<file path="config.mk">
export PLATFORM = sky130hd
export DESIGN_NAME = ripple_count_ctrl
export DESIGN_NICKNAME = d
export VERILOG_FILES = /design/src/rtl/ripple_count_ctrl.sv
export SDC_FILE = /design/constraint.sdc
export NUM_CORES = 1
export LEC_CHECK = 0
export BUFFER_PORTS_ARGS = -buffer_cell sky130_fd_sc_hd__buf_2
export CAP_MARGIN = 20
export CORE_ASPECT_RATIO = 0.75
export CORE_MARGIN = 2
export CORE_UTILIZATION = 47
export DETAILED_ROUTE_END_ITERATION = 7
export PLACE_DENSITY = 0.81
export SLEW_MARGIN = 15
export SYNTH_ARGS = -nofsm -noshare
export SYNTH_HDL_FRONTEND = slang
export SYNTH_SLANG_ARGS = --single-unit
</file>
<file path="constraint.sdc">
create_clock -name clock -period 1.4 [get_ports clock]
set_input_delay 0.07 -clock clock [delete_from_list [all_inputs] [get_ports clock]]
set_output_delay 0.07 -clock clock [all_outputs]
set_load 0.01 [all_outputs]
</file>
<file path="src/rtl/ripple_count_ctrl.sv">
// ripple_count_ctrl: sequencer for an external asynchronous ripple counter.
// It clears the counter, issues `target` pulses and waits SETTLE cycles after
// each pulse so the ripple can settle. At each CHECK it compares the counter
// outputs with an internal shadow count.
//
// Command handshake: start is a strobe that is accepted only while busy=0 and
// abort=0. That accepted edge latches target. done pulses for exactly one cycle
// when the run ends normally or with an error. It is never asserted after an
// abort. busy is high from the cycle after the accepted start until the state
// machine returns to IDLE.
module ripple_count_ctrl #(
  parameter int WIDTH  = 4,
  parameter int SETTLE = 2
) (
  input  logic             clock,
  input  logic             clear,
  input  logic             start,
  input  logic             abort,
  input  logic [WIDTH-1:0] target,
  output logic             cnt_pulse,
  output logic             cnt_clear,
  input  logic [WIDTH-1:0] cnt_q,
  output logic             busy,
  output logic             done,
  output logic             err,
  output logic [WIDTH-1:0] count,
  output logic [2:0]       state_dbg
);

  typedef enum logic [2:0] {
    IDLE     = 3'd0,
    CLR      = 3'd1,
    SETTLE_S = 3'd2,
    CHECK    = 3'd3,
    PULSE_HI = 3'd4,
    PULSE_LO = 3'd5,
    DONE     = 3'd6,
    ABORT    = 3'd7
  } state_t;

  // Timer reload: the state is held for SETTLE cycles, counting down to zero.
  localparam logic [3:0] SETTLE_LOAD = 4'(SETTLE - 1);

  state_t           state, state_next;
  logic [3:0]       timer;
  logic [WIDTH-1:0] target_r;
  logic             start_acc;
  logic             abort_take;
  logic             set_err;

  assign state_dbg = state;

  // Next-state decode. Abort takes priority over every normal transition in the active states.
  always_comb begin
    state_next = state;
    start_acc  = 1'b0;
    abort_take = 1'b0;
    set_err    = 1'b0;
    case (state)
      IDLE: begin
        if (start && !abort) begin
          start_acc  = 1'b1;
          state_next = CLR;
        end
      end
      CLR:      state_next = SETTLE_S;
      SETTLE_S: if (timer == 4'd0) state_next = CHECK;
      CHECK: begin
        if (cnt_q != count) begin
          set_err    = 1'b1;
          state_next = DONE;
        end else if (count == target_r) begin
          state_next = DONE;
        end else begin
          state_next = PULSE_HI;
        end
      end
      PULSE_HI: state_next = PULSE_LO;
      PULSE_LO: state_next = SETTLE_S;
      DONE:     state_next = IDLE;
      ABORT:    state_next = IDLE;
      default:  state_next = IDLE;
    endcase
    if (abort && (state == CLR || state == SETTLE_S || state == CHECK ||
                  state == PULSE_HI || state == PULSE_LO)) begin
      abort_take = 1'b1;
      set_err    = 1'b0;
      state_next = ABORT;
    end
  end

  // State register.
  always_ff @(posedge clock or negedge clear) begin
    if (!clear) state <= IDLE;
    else        state <= state_next;
  end

  // Settle timer: loaded on entry to SETTLE, counts down while in it.
  always_ff @(posedge clock or negedge clear) begin
    if (!clear) begin
      timer <= 4'd0;
    end else if (state_next == SETTLE_S && state != SETTLE_S) begin
      timer <= SETTLE_LOAD;
    end else if (state == SETTLE_S && timer != 4'd0) begin
      timer <= timer - 4'd1;
    end
  end

  // Target latch, shadow count and sticky error flag.
  always_ff @(posedge clock or negedge clear) begin
    if (!clear) begin
      target_r <= '0;
      count    <= '0;
      err      <= 1'b0;
    end else begin
      if (start_acc) target_r <= target;
      if (start_acc || abort_take) begin
        count <= '0;
      end else if (state_next == PULSE_LO && state != PULSE_LO) begin
        count <= count + WIDTH'(1);
      end
      if (start_acc)    err <= 1'b0;
      else if (set_err) err <= 1'b1;
    end
  end

  // Registered outputs decoded from the next state, so they never glitch.
  always_ff @(posedge clock or negedge clear) begin
    if (!clear) begin
      cnt_pulse <= 1'b0;
      cnt_clear <= 1'b0;
      done      <= 1'b0;
      busy      <= 1'b0;
    end else begin
      cnt_pulse <= (state_next == PULSE_HI);
      cnt_clear <= (state_next == CLR) || (state_next == ABORT);
      done      <= (state_next == DONE);
      busy      <= (state_next != IDLE);
    end
  end

endmodule
</file>
After elaboration in Yosys (flattened, before gate mapping)
Cells that the tools add are included.

storage, ports and cells
  bits of input ports = 12
  register bits after elaboration = 20
  output and inout port bits = 12

cells by class
  eq/ne operators = 17
  muxes and demuxes = 18
  reductions and logical operators = 21
  add/subtract/negate cells = 2

operators by type and width
  cell                                                                     number
  3-bit equality test, second input constant                               8
  3-bit one-hot mux with 6 select lines                                    1
  4-bit 2-to-1 mux                                                         4
  3-bit by 2-bit equality test with 1-bit output, second input constant    3
  3-bit 2-to-1 mux                                                         3
  1-bit 2-to-1 mux                                                         8
  3-bit by 1-bit equality test with 1-bit output, second input constant    2
  1-bit logical OR                                                         6
  2-bit nonzero test                                                       3
  1-bit logical AND                                                        5
  4-bit by 1-bit adder with 4-bit output, second input constant            1
  4-bit equality test                                                      1
  4-bit zero test                                                          1
  2-bit 2-to-1 mux                                                         2
  4-bit inequality test                                                    1
  4-bit nonzero test                                                       1
  2-bit OR reduction                                                       2
  4-bit by 1-bit subtractor with 4-bit output, second input constant       1
  3-bit zero test                                                          1
  3-bit by 2-bit inequality test with 1-bit output, second input constant  1
  3-bit inequality test, second input constant                             1
  3-bit nonzero test                                                       1
  1-bit zero test                                                          1

Depth between registers and ports, before layout
Gate-level depths: netlist (run 1).

  word-level depth = 11
  depth in mapped cells = 6
  gate-level depth less buffers = 6

Worst setup path before layout (run 1)
No wires, ideal clock.

  kind = register to register
  start point = reg state[2], in the netlist state_dbg[2]
  end point = reg timer[0]
  required time = 1272 ps
  slack = -53 ps
  cell stages (with the launch flop) = 5
  data arrival time = 1325 ps
  period minus slack after synthesis = 1453 ps
  buffers on the path = 0
  cell sequence = dfrtp_1 nand2b_1 or3_1 xnor2_1 o21ai_0

between the ends
  word-level cells in the longest chain between the ends = 10

ends and longest elaborated chain
  what                                                                            RTL line  text
  start, declared                                                                 44        state_t state, state_next;
  start signal, assigned                                                          95        else state <= state_next;
  branches (longest 10 deep; another with 3-bit one-hot mux with 6 select lines)  -
  end signal, assigned                                                            105       timer <= timer - 4'd1;
  end, declared                                                                   45        logic [3:0] timer;

Several ways; the timed one is not identified.
A chain may end at the register's enable or synchronous reset.

Final worst setup path (run 1)
  start point = reg count[0]
  end point = reg cnt_pulse

between the ends
  word-level cells in the longest chain between the ends = 6

ends and longest elaborated chain
  what                                       RTL line  text
  start, declared                            26        output logic [WIDTH-1:0] count,
  start signal, assigned                     120       count <= count + WIDTH'(1);
  4-bit equality test                        72        end else if (count == target_r) begin
  2-bit 2-to-1 mux                           72
  2-bit 2-to-1 mux (*)                       69        if (cnt_q != count) begin
  3-bit one-hot mux with 6 select lines (*)  59        case (state)
  3-bit 2-to-1 mux (*)                       84        if (abort && (state == CLR || state == SETTLE_S || state == CHECK ||
  3-bit equality test (*)                    135       cnt_pulse <= (state_next == PULSE_HI);
  end signal, assigned                       135
  end, declared                              20        output logic cnt_pulse,

Every way passes the cells marked *; elsewhere a longest branch is shown, timed or not.

==> results of run 1 <==
[repair_timing]
action / in CTS / in global routing
buffers inserted: 9 / 0
hold endpoints to repair: 23 / 0
resized for setup: 16 / 11
pin swaps: 9 / 9
setup endpoints to repair: 17 / 19
hold buffers: 4 / 0
[final cells by class]
class / count / share of cell area (%)
clock buffers: 4 / 2.26
inverters: 4 / 0.933
multi-input cells: 67 / 43.1
flip-flops and latches: 20 / 31.6
well taps: 25 / 1.94
repair buffers: 47 / 20.1
[critical path: stages, from the launching register on]
cell and delay [ns]:
dfrtp_2 0.47, xor2_2 0.17, nor4_4 0.34, a21oi_2 0.11, nor4b_2 0.27
[routing by layer]
metal | vias up | track usage, %
met1 | 431 | 28.6
met2 | 22 | 37.8
met4 | 0 | 2.67
li1 | 422 | -
met5 | - | 0
met3 | 2 | 6.25
[per-stage QoR]
| step | TNS, ns | util (%) | cells |
|---|---|---|---|
| finish | -0.138 | 71.4 | 167 |
| global route | -1.21 | 71.4 | 167 |
| CTS | -0.0388 | 69.4 | 167 |
| detailed placement | -0.981 | 60.4 | 151 |
| global placement | -0.365 | 60.4 | 151 |
| floorplan | 0 | - | 93 |
[kinds of logic after synthesis]
logic type | synth area share [%]
AND/OR/NAND/NOR | 20.8
flip-flops | 45.6
XOR/XNOR | 10.4
AO/OA/AOI/OAI | 10.0
multiplexers | 7.86
buffers and inverters | 3.07
adder cells (fa/ha/maj) | 2.28
[power by group through the flow]
stage	sequential, W	combinational (W)	clock (W)
finish	0.00100	0.00192	0.000332
floorplan	0.00101	0.000997	0
CTS	0.000980	0.00181	0.000346
global placement	0.00101	0.00139	0
detailed placement	0.00103	0.00146	0
global route	0.00104	0.00209	0.000367
[state kept, by name (all words and copies together), names as in the netlist]
| name | count |
|---|---|
| cnt_pulse | 1 |
| count | 4 |
| busy | 1 |
| cnt_clear | 1 |
| done | 1 |
| err | 1 |
| state_dbg | 3 |
| timer | 4 |
| target_r | 4 |
[layout by cell type (no fill, tap or decap), types with 2 or more instances in the layout]
cell / synthesis / routed
a21oi_2: 1 / 2
xor2_2: 0 / 3
nand2_1: 4 / 4
dfrtp_1: 20 / 13
mux2_2: 5 / 4
dlygate4sd3_1: 0 / 4
clkbuf_4: 0 / 3
xnor2_1: 5 / 2
nor2b_1: 3 / 2
or3_4: 1 / 2
buf_6: 1 / 5
buf_4: 1 / 15
nor2_1: 8 / 8
mux2i_1: 3 / 3
a21o_1: 2 / 2
dfrtp_2: 0 / 7
buf_2: 0 / 23
inv_1: 4 / 3
xnor2_2: 0 / 3
o21ai_0: 3 / 2
xor2_1: 8 / 5
[path summary, 6_finish.rpt]
kind | to | slack [ns] | startpoint | depth (start not counted)
min | target_r[0] | 0.009 | target[0] | 2
min reg2reg | err | 0.51 | err | 2
max in group asynchronous | count[1] | 0.83 | clear | 2
max | cnt_pulse | -0.04 | count[0] | 4
min in group asynchronous | busy | 0.23 | clear | 2
max reg2reg | cnt_pulse | -0.04 | count[0] | 4
==> results by group, run 1 <==
Run status
  – Outcome: finished, violations left
  – Violated checks: negative setup slack

Global route
  – First-pass GRT wire length: 4.36 mm
  – Congestion Overflow GR: 0
  – Largest net degree at the start of global routing: 21
  – Total GRT Usage: 22.0%
  – Antenna violations before repair: 0
  – Vias in the first global route: about 950

Detailed routing
  – Drt via density: 5.25
  – DR top layer: met4
  – WL met3: 89 um
  – Via count: 877
  – WL/cell: 15.1 um
  – DR WL met2: 1.25 mm
  – # DRC: 0
  – First-pass DRT Iterations: 4
  – Initial drt markers: 11
  – Post-route ant nets: 0
  – Met1 Wirelength: 1.16 mm
  – DRT Wirelength: 2.52 mm

CTS
  – CTS H-tree lvls: 1
  – CTS buffer count: 3
  – Clk slew on worst S/H paths: 0.11 ns
  – Root Buffer: clkbuf_4
  – Clock latency on the worst-skew pair: about 0.3 ns
  – Clock Sinks: 20
  – CTS tree: yes
  – Max Root-Sink Buffers: 2

Power and ir drop
  – Net Sw Power: 0.00127 W
  – Total power: 0.00326 W
  – Worst ir drop on vdd: 1.15 mV
  – Switching part of the total: 39.0%
  – Leak pwr: 0.772 nW
  – P_int: between 0.0015 and 0.002 W
  – Sequential power share: 30.8%
  – Clock share of power: 10.2%
  – Logic pwr share: 59.0%
  – Power per Cell Area: between 2000 and 2500 mW/mm^2

Logic synthesis
  – Post-synth cell types: 36
  – FFs w/ async S/R, synth: 100%
  – Mapped Area: 0.00110 mm^2
  – EDFF count, synth: 0
  – Area share of the largest cell type after synthesis: 45.6%
  – Gate Count Post-Synth: 93
  – Top_reg_cell synth: dfrtp_1
  – Top cells by area, synth: dfrtp_1 (46%), xor2_1 (6.4%), mux2_2 (5.1%)
  – Most common cell in the netlist: dfrtp_1
  – Post-synthesis sequential area ratio: 45.6%
  – Largest area contributor in the netlist: dfrtp_1
  – Syn_area_per_cell: 11.8 um^2
  – Synth cell count leaders: dfrtp_1 (20), nor2_1 (8), xor2_1 (8)
  – Yosys Warn Count: 0
  – Yosys reg bits: 20
  – Post-Syn Nets: 107

Floorplanning
  – Width of the die: around 60 um
  – Initial Utilization: ~50%
  – # IOs: 24
  – Row count: 15
  – Die height: 45.9 um
  – Core Footprint: 0.00225 mm^2
  – Full die area: 0.00274 mm^2

Placement
  – Placed inst area: ~0.0014 mm^2
  – Port Buf Inserts: 23
  – DP HPWL: between 1.5 and 2 mm
  – Worst slack, placed: -0.154 ns
  – RD Place Congestion: 0.832

Cells and area
  – Multi-input logic area: 693 um^2
  – Syn-to-layout area delta: 46.5%
  – N_diodes: 0
  – Layout cells sized above 1: 60.6%
  – Register area: 509 um^2
  – # nets final: 157
  – Design Area, Final: 0.00161 mm^2
  – FILL cells: 174

STA
  – Fin worst setup slack: -0.0416 ns
  – Setup violators final: 10
  – Tcrit/Tclk final: 103%
  – Fmax: 0.694 GHz
  – Final Hold Violating Endpoints: 0
  – Slew of the pin with the lowest slew margin: 0.443 ns
  – Clock Skew: 0.00839 ns
  – Final Max Slew Viols: 0
  – Slew headroom: a little over two thirds
  – Hold Slack: 0.00946 ns
  – Period minus WS final: 1.44 ns
  – Unrepaired setup endpoints after global routing: true

Worst setup path
  – Critical Path RT: approximately 1.6 ns
  – Arr. time, crit path: 1.66 ns
  – Crit end category: register
  – Worst-path fanout max: 3
  – Crit path kind: reg2reg
  – Startpoint types: register

Flow run
  – MaxCap Viol Count: 0

Hold path
  – Hold Crit Class: in2reg
Note: power is estimated with default switching activity, not from simulation.
==> run 2: changes to the inputs <==
CORE_UTILIZATION = 50   (was 47)
PLACE_DENSITY = 0.82   (was 0.81)
clock period = 1.9 ns   (was 1.4 ns; I/O delays follow)
==> results by group, run 2 (synthesis results as in run 1) <==
Run status
  – Outcome: finished, final reports clean

Cells and area
  – Largest regs: count (4), target_r (4), timer (4)
  – # nets final: 134
  – Most frequent cells in the layout: buf_2 (23), dfrtp_1 (20), xor2_1 (8), nor2_1 (8)
  – Syn-to-layout area delta: 14.5%
  – Fin util: 61.4%
  – Layout cells sized above 1: 36.4%
  – Design Area, Final: 0.00126 mm^2
  – Fin cells: approximately 140
  – N_diodes: 0
  – FILL cells: around 200
  – Leading cell type in the layout, fill and taps excluded: buf_2

Floorplanning
  – Die height: roughly 45 um
  – Initial Utilization: 53.6%
  – Width of the die: between 50 and 60 um
  – Full die area: approximately 0.0026 mm^2
  – # IOs: 24
  – Core Footprint: a little over 0.002 mm^2
  – Row count: 14

Placement
  – Port Buf Inserts: 23
  – Placed Cells: around 140
  – Placed inst area: 0.00122 mm^2
  – RD Place Congestion: 0.793
  – DP HPWL: about 1.5 mm

Worst setup path
  – Crit path kind: reg2reg
  – Worst-path fanout max: 13
  – R2r startpoint: state_dbg[0]
  – Crit-path cells: or3_4, nand3_2, o211ai_4, nor4b_2
  – Critical Path RT: 2.10 ns
  – Largest stage delay, worst path: 0.57 ns
  – Worst Setup SP: state_dbg[0]
  – Crit end category: register
  – Startpoint types: register
  – CP max-delay cell: dfrtp_1
  – Arr. time, crit path: 1.81 ns

Hold path
  – Hold Crit Class: in2reg
  – Hold_sp: target[1]

Global route
  – Antenna violations before repair: 0
  – Total GRT Usage: 16.7%
  – Largest net degree at the start of global routing: 21
  – Congestion Overflow GR: 0
  – First-pass GRT wire length: 3.20 mm
  – Vias in the first global route: 711

STA
  – Tcrit/Tclk final: 84.7%
  – Fmax: 0.622 GHz
  – Slew headroom: 66.3%
  – Period minus WS final: around 1.6 ns
  – TNS Setup: 0 ns
  – Clock Skew: 0.00365 ns
  – Final Hold Violating Endpoints: 0
  – Setup violators final: 0
  – Final Max Slew Viols: 0
  – Slew of the pin with the lowest slew margin: ~0.5 ns
  – Unrepaired setup endpoints after global routing: false
  – Hold Slack: 0.0284 ns

Detailed routing
  – Initial drt markers: 14
  – Via count: 753
  – WL/cell: 13.5 um
  – # DRC: 0
  – DRT Wirelength: roughly 1.9 mm
  – First-pass DRT Iterations: 2
  – Drt via density: 5.30
  – Post-route ant nets: 0

Power and ir drop
  – Sequential power share: a little over two fifths
  – Clock share of power: 10.7%
  – Switching part of the total: 40.4%
  – Net Sw Power: 0.000719 W
  – P_int: 0.00106 W
  – Leak pwr: 0.611 nW
  – Worst ir drop on vdd: 0.923 mV
  – Power per Cell Area: about 1400 mW/mm^2
  – Logic pwr share: between 40% and 50%

CTS
  – CTS tree: yes
  – Max Root-Sink Buffers: 2
  – PostCTS Resize Cnt: 0
  – Root Buffer: clkbuf_4
  – Clock Sinks: 20
  – CTS H-tree lvls: 1
  – Clk slew on worst S/H paths: 0.10 ns
  – Clock latency on the worst-skew pair: between 0.2 and 0.3 ns
  – CTS buffer count: 3

Flow run
  – MaxCap Viol Count: 0
## run 2: cell types whose count changed in the layout (fill, tap and decap cells not counted), moves of 5 or more
cell,change
buf_4,-15
buf_6,-5
dfrtp_1,+7
dfrtp_2,-7
## run 2: power by group through the flow
stage          sequential [W]  clock, W  combinational [W]
6_report             0.000772  0.000191           0.000815
5_1_grt              0.000803  0.000218           0.000909
4_1_cts              0.000774  0.000199           0.000826
3_5_place_dp         0.000782         0           0.000821
3_3_place_gp         0.000775         0           0.000790
2_1_floorplan        0.000735         0           0.000675
## run 2: final cells by class
cell class                      count  area (um^2)  share of cell area (%)
Tap cell                           24         30.0                    2.39
Inverter                            4         15.0                    1.19
Timing Repair Buffer               24          125                    9.95
Sequential cell                    20          500                    39.8
Multi-Input combinational cell     67          564                    44.9
Clock buffer                        3         22.5                    1.79
## run 2: critical path, delay by kind of cell, from the launching register on
kind	cells	cell delay [ns]
AO/OA/AOI/OAI	1	0.11
flip-flops	1	0.57
AND/OR/NAND/NOR	3	0.83
## run 2: path summary, 6_finish.rpt
kind / to / slack (ns) / cells after the start
min in group asynchronous: busy / 0.26 / 2
worst min-delay path: target_r[1] / 0.03 / 2
worst max-delay path: cnt_pulse / 0.29 / 4
worst min register to register: err / 0.52 / 2
max in group asynchronous: count[2] / 1.34 / 2
worst max register to register: cnt_pulse / 0.29 / 4
## run 2: layer usage
metal	global-route usage, %	vias up	part of all wire (%)
met4	2.79	0	0
met1	22.3	360	49
met5	0	-	0
li1	-	377	-
met2	26.6	16	46
met3	6.14	0	4.6
## run 2: per-stage QoR
| step | worst slack (ns) | total power, W |
|---|---|---|
| finish | 0.292 | 0.00178 |
| detailed placement | 0.290 | 0.00160 |
| global route | 0.144 | 0.00193 |
| floorplan | 0.447 | 0.00141 |
| global placement | 0.332 | 0.00156 |
| CTS | 0.269 | 0.00180 |
## run 2: timing repair
item                                   in CTS  in global routing
setup endpoints to repair                   0                  0
buffers inserted                            0                  0
endpoints found under the hold margin      20                  0
hold buffers                                1                  0
==> run 3: changes to the inputs <==
clock period = 1.5 ns   (was 1.9 ns; I/O delays follow)
==> results by group, run 3 (synthesis results as in run 1) <==
Run status
  – Outcome: finished, final reports clean

STA
  – Clock Skew: 0.00773 ns
  – Final Hold Violating Endpoints: 0
  – Setup violators final: 0
  – TNS Setup: 0 ns
  – Slew of the pin with the lowest slew margin: about 0.44 ns
  – Fmax: 0.682 GHz
  – Final Max Slew Viols: 0
  – Tcrit/Tclk final: 97.8%
  – Slew headroom: 70.7%
  – Unrepaired setup endpoints after global routing: true
  – Period minus WS final: 1.47 ns
  – Hold Slack: between 0.1 and 0.15 ns

Worst setup path
  – Critical Path RT: 1.68 ns
  – R2r startpoint: timer[0]
  – Worst Setup SP: timer[0]
  – Reg2reg setup slack: 0.03 ns
  – Worst-path fanout max: 3
  – R2r endpoint: timer[0]
  – Startpoint types: register
  – Arr. time, crit path: about 1.7 ns
  – R2R cell count: 6
  – Crit path kind: reg2reg
  – Worst Setup EP: timer[0]
  – Crit end category: register

Global route
  – Total GRT Usage: 18.9%
  – Congestion Overflow GR: 0
  – Antenna violations before repair: 0
  – First-pass GRT wire length: 3.54 mm
  – Vias in the first global route: 821
  – Largest net degree at the start of global routing: 21

Flow run
  – MaxCap Viol Count: 0

Power and ir drop
  – Logic pwr share: 51.4%
  – Clock share of power: roughly 10%
  – Worst ir drop on vdd: 1.37 mV
  – Net Sw Power: 0.000989 W
  – Total power: 0.00249 W
  – Power per Cell Area: 1780 mW/mm^2
  – Switching part of the total: between 30% and 40%
  – Leak pwr: 0.675 nW
  – Sequential power share: between 30% and 40%
  – P_int: 0.00150 W

Hold path
  – Hold Crit Class: in2reg

Floorplanning
  – Die height: approximately 45 um
  – Initial Utilization: between 50% and 60%
  – Full die area: between 0.002 and 0.003 mm^2
  – # IOs: 24
  – Core Footprint: around 0.0020 mm^2
  – Width of the die: 58.1 um
  – Row count: 14

Detailed routing
  – WL/cell: 13.6 um
  – First-pass DRT Iterations: 4
  – Met1 Wirelength: 1.01 mm
  – WL met3: 97 um
  – DRT Wirelength: 2.10 mm
  – Drt via density: 5.25
  – DR top layer: met4
  – Via count: between 800 and 900
  – # DRC: 0
  – DR WL met2: 969 um
  – Post-route ant nets: 0
  – Initial drt markers: 20

CTS
  – CTS tree: yes
  – Clock latency on the worst-skew pair: 0.30 ns
  – CTS H-tree lvls: 1
  – Root Buffer: clkbuf_4
  – Max Root-Sink Buffers: 2
  – Clock Sinks: 20
  – CTS buffer count: 3
  – Clk slew on worst S/H paths: 0.10 ns

Cells and area
  – # nets final: 147
  – Leading cell type in the layout, fill and taps excluded: buf_2
  – Layout cells sized above 1: 47.3%
  – Register area: 508 um^2
  – Largest regs: count (4), target_r (4), timer (4)
  – N_diodes: 0
  – FILL cells: between 150 and 200
  – Syn-to-layout area delta: 27.4%
  – Fin util: 68.3%
  – Multi-input logic area: 594 um^2
  – Most frequent cells in the layout: buf_2 (23), dfrtp_1 (14), xor2_1 (8), nor2_1 (8), buf_4 (8)

Placement
  – RD Place Congestion: roughly 0.82
  – DP HPWL: 1.58 mm
  – Port Buf Inserts: 23
==> run 3: changes by cell type in the layout (fill, tap and decap cells not counted), moves of 4 or more <==
cell           delta
buf_4             +8
dfrtp_2           +6
dlygate4sd3_1     +4
dfrtp_1           -6
==> run 3: timing repair <==
| item | 4_1_cts | 5_1_grt |
|---|---|---|
| resized for setup | 4 | 8 |
| buffers inserted | 0 | 2 |
| pin swaps | 0 | 2 |
| endpoints found under the setup margin | 11 | 10 |
| endpoints found under the hold margin | 24 | 0 |
| hold buffers | 5 | 0 |
==> run 3: worst min-delay path by stage <==
stage | start | to | cells after the start
after global placement | clear | busy | 1
after CTS | abort | timer[0] | 2
after global routing | abort | timer[0] | 2
after floorplan | clear | busy | 0
after detailed placement | clear | busy | 1
final | abort | timer[0] | 2
==> run 3: area by class of cell <==
cell class	instances	area share (%)
well taps	24	2.14
flip-flops and latches	20	36.3
clock buffers	3	1.61
repair buffers	37	16.4
multi-input cells	67	42.4
inverters	4	1.07
==> run 3: power groups by stage <==
stage | logic (W) | registers [W] | clock network, W
finish | 0.00128 | 0.000963 | 0.000249
global route | 0.00142 | 0.000995 | 0.000285
CTS | 0.00120 | 0.000954 | 0.000260
detailed placement | 0.00117 | 0.000952 | 0
global placement | 0.00114 | 0.000942 | 0
floorplan | 0.000855 | 0.000931 | 0
==> run 3: worst max-delay path: stages, from the launching register on <==
cell and delay (ns):
dfrtp_1 0.35, inv_1 0.06, ha_1 0.21, nor3b_4 0.16, or3_4 0.35, xnor2_1 0.13
o21ai_0 0.09
==> run 3: per-stage QoR <==
step | instances | instance area [um^2] | setup WS, ns
6_report | 155 | 1400 | 0.0337
5_1_grt | 155 | 1400 | -0.0559
4_1_cts | 153 | 1360 | 0.00645
3_5_place_dp | 145 | 1280 | -0.0751
3_3_place_gp | 145 | 1280 | 0.00402
2_1_floorplan | 93 | 1100 | 0.0469
==> run 3: metal layers <==
layer  vias to the layer above  global-route usage (%)
met3                         5                    6.14
met1                       387                    23.4
met5                         -                       0
met4                         0                    6.98
met2                        20                    31.4
li1                        402                       -
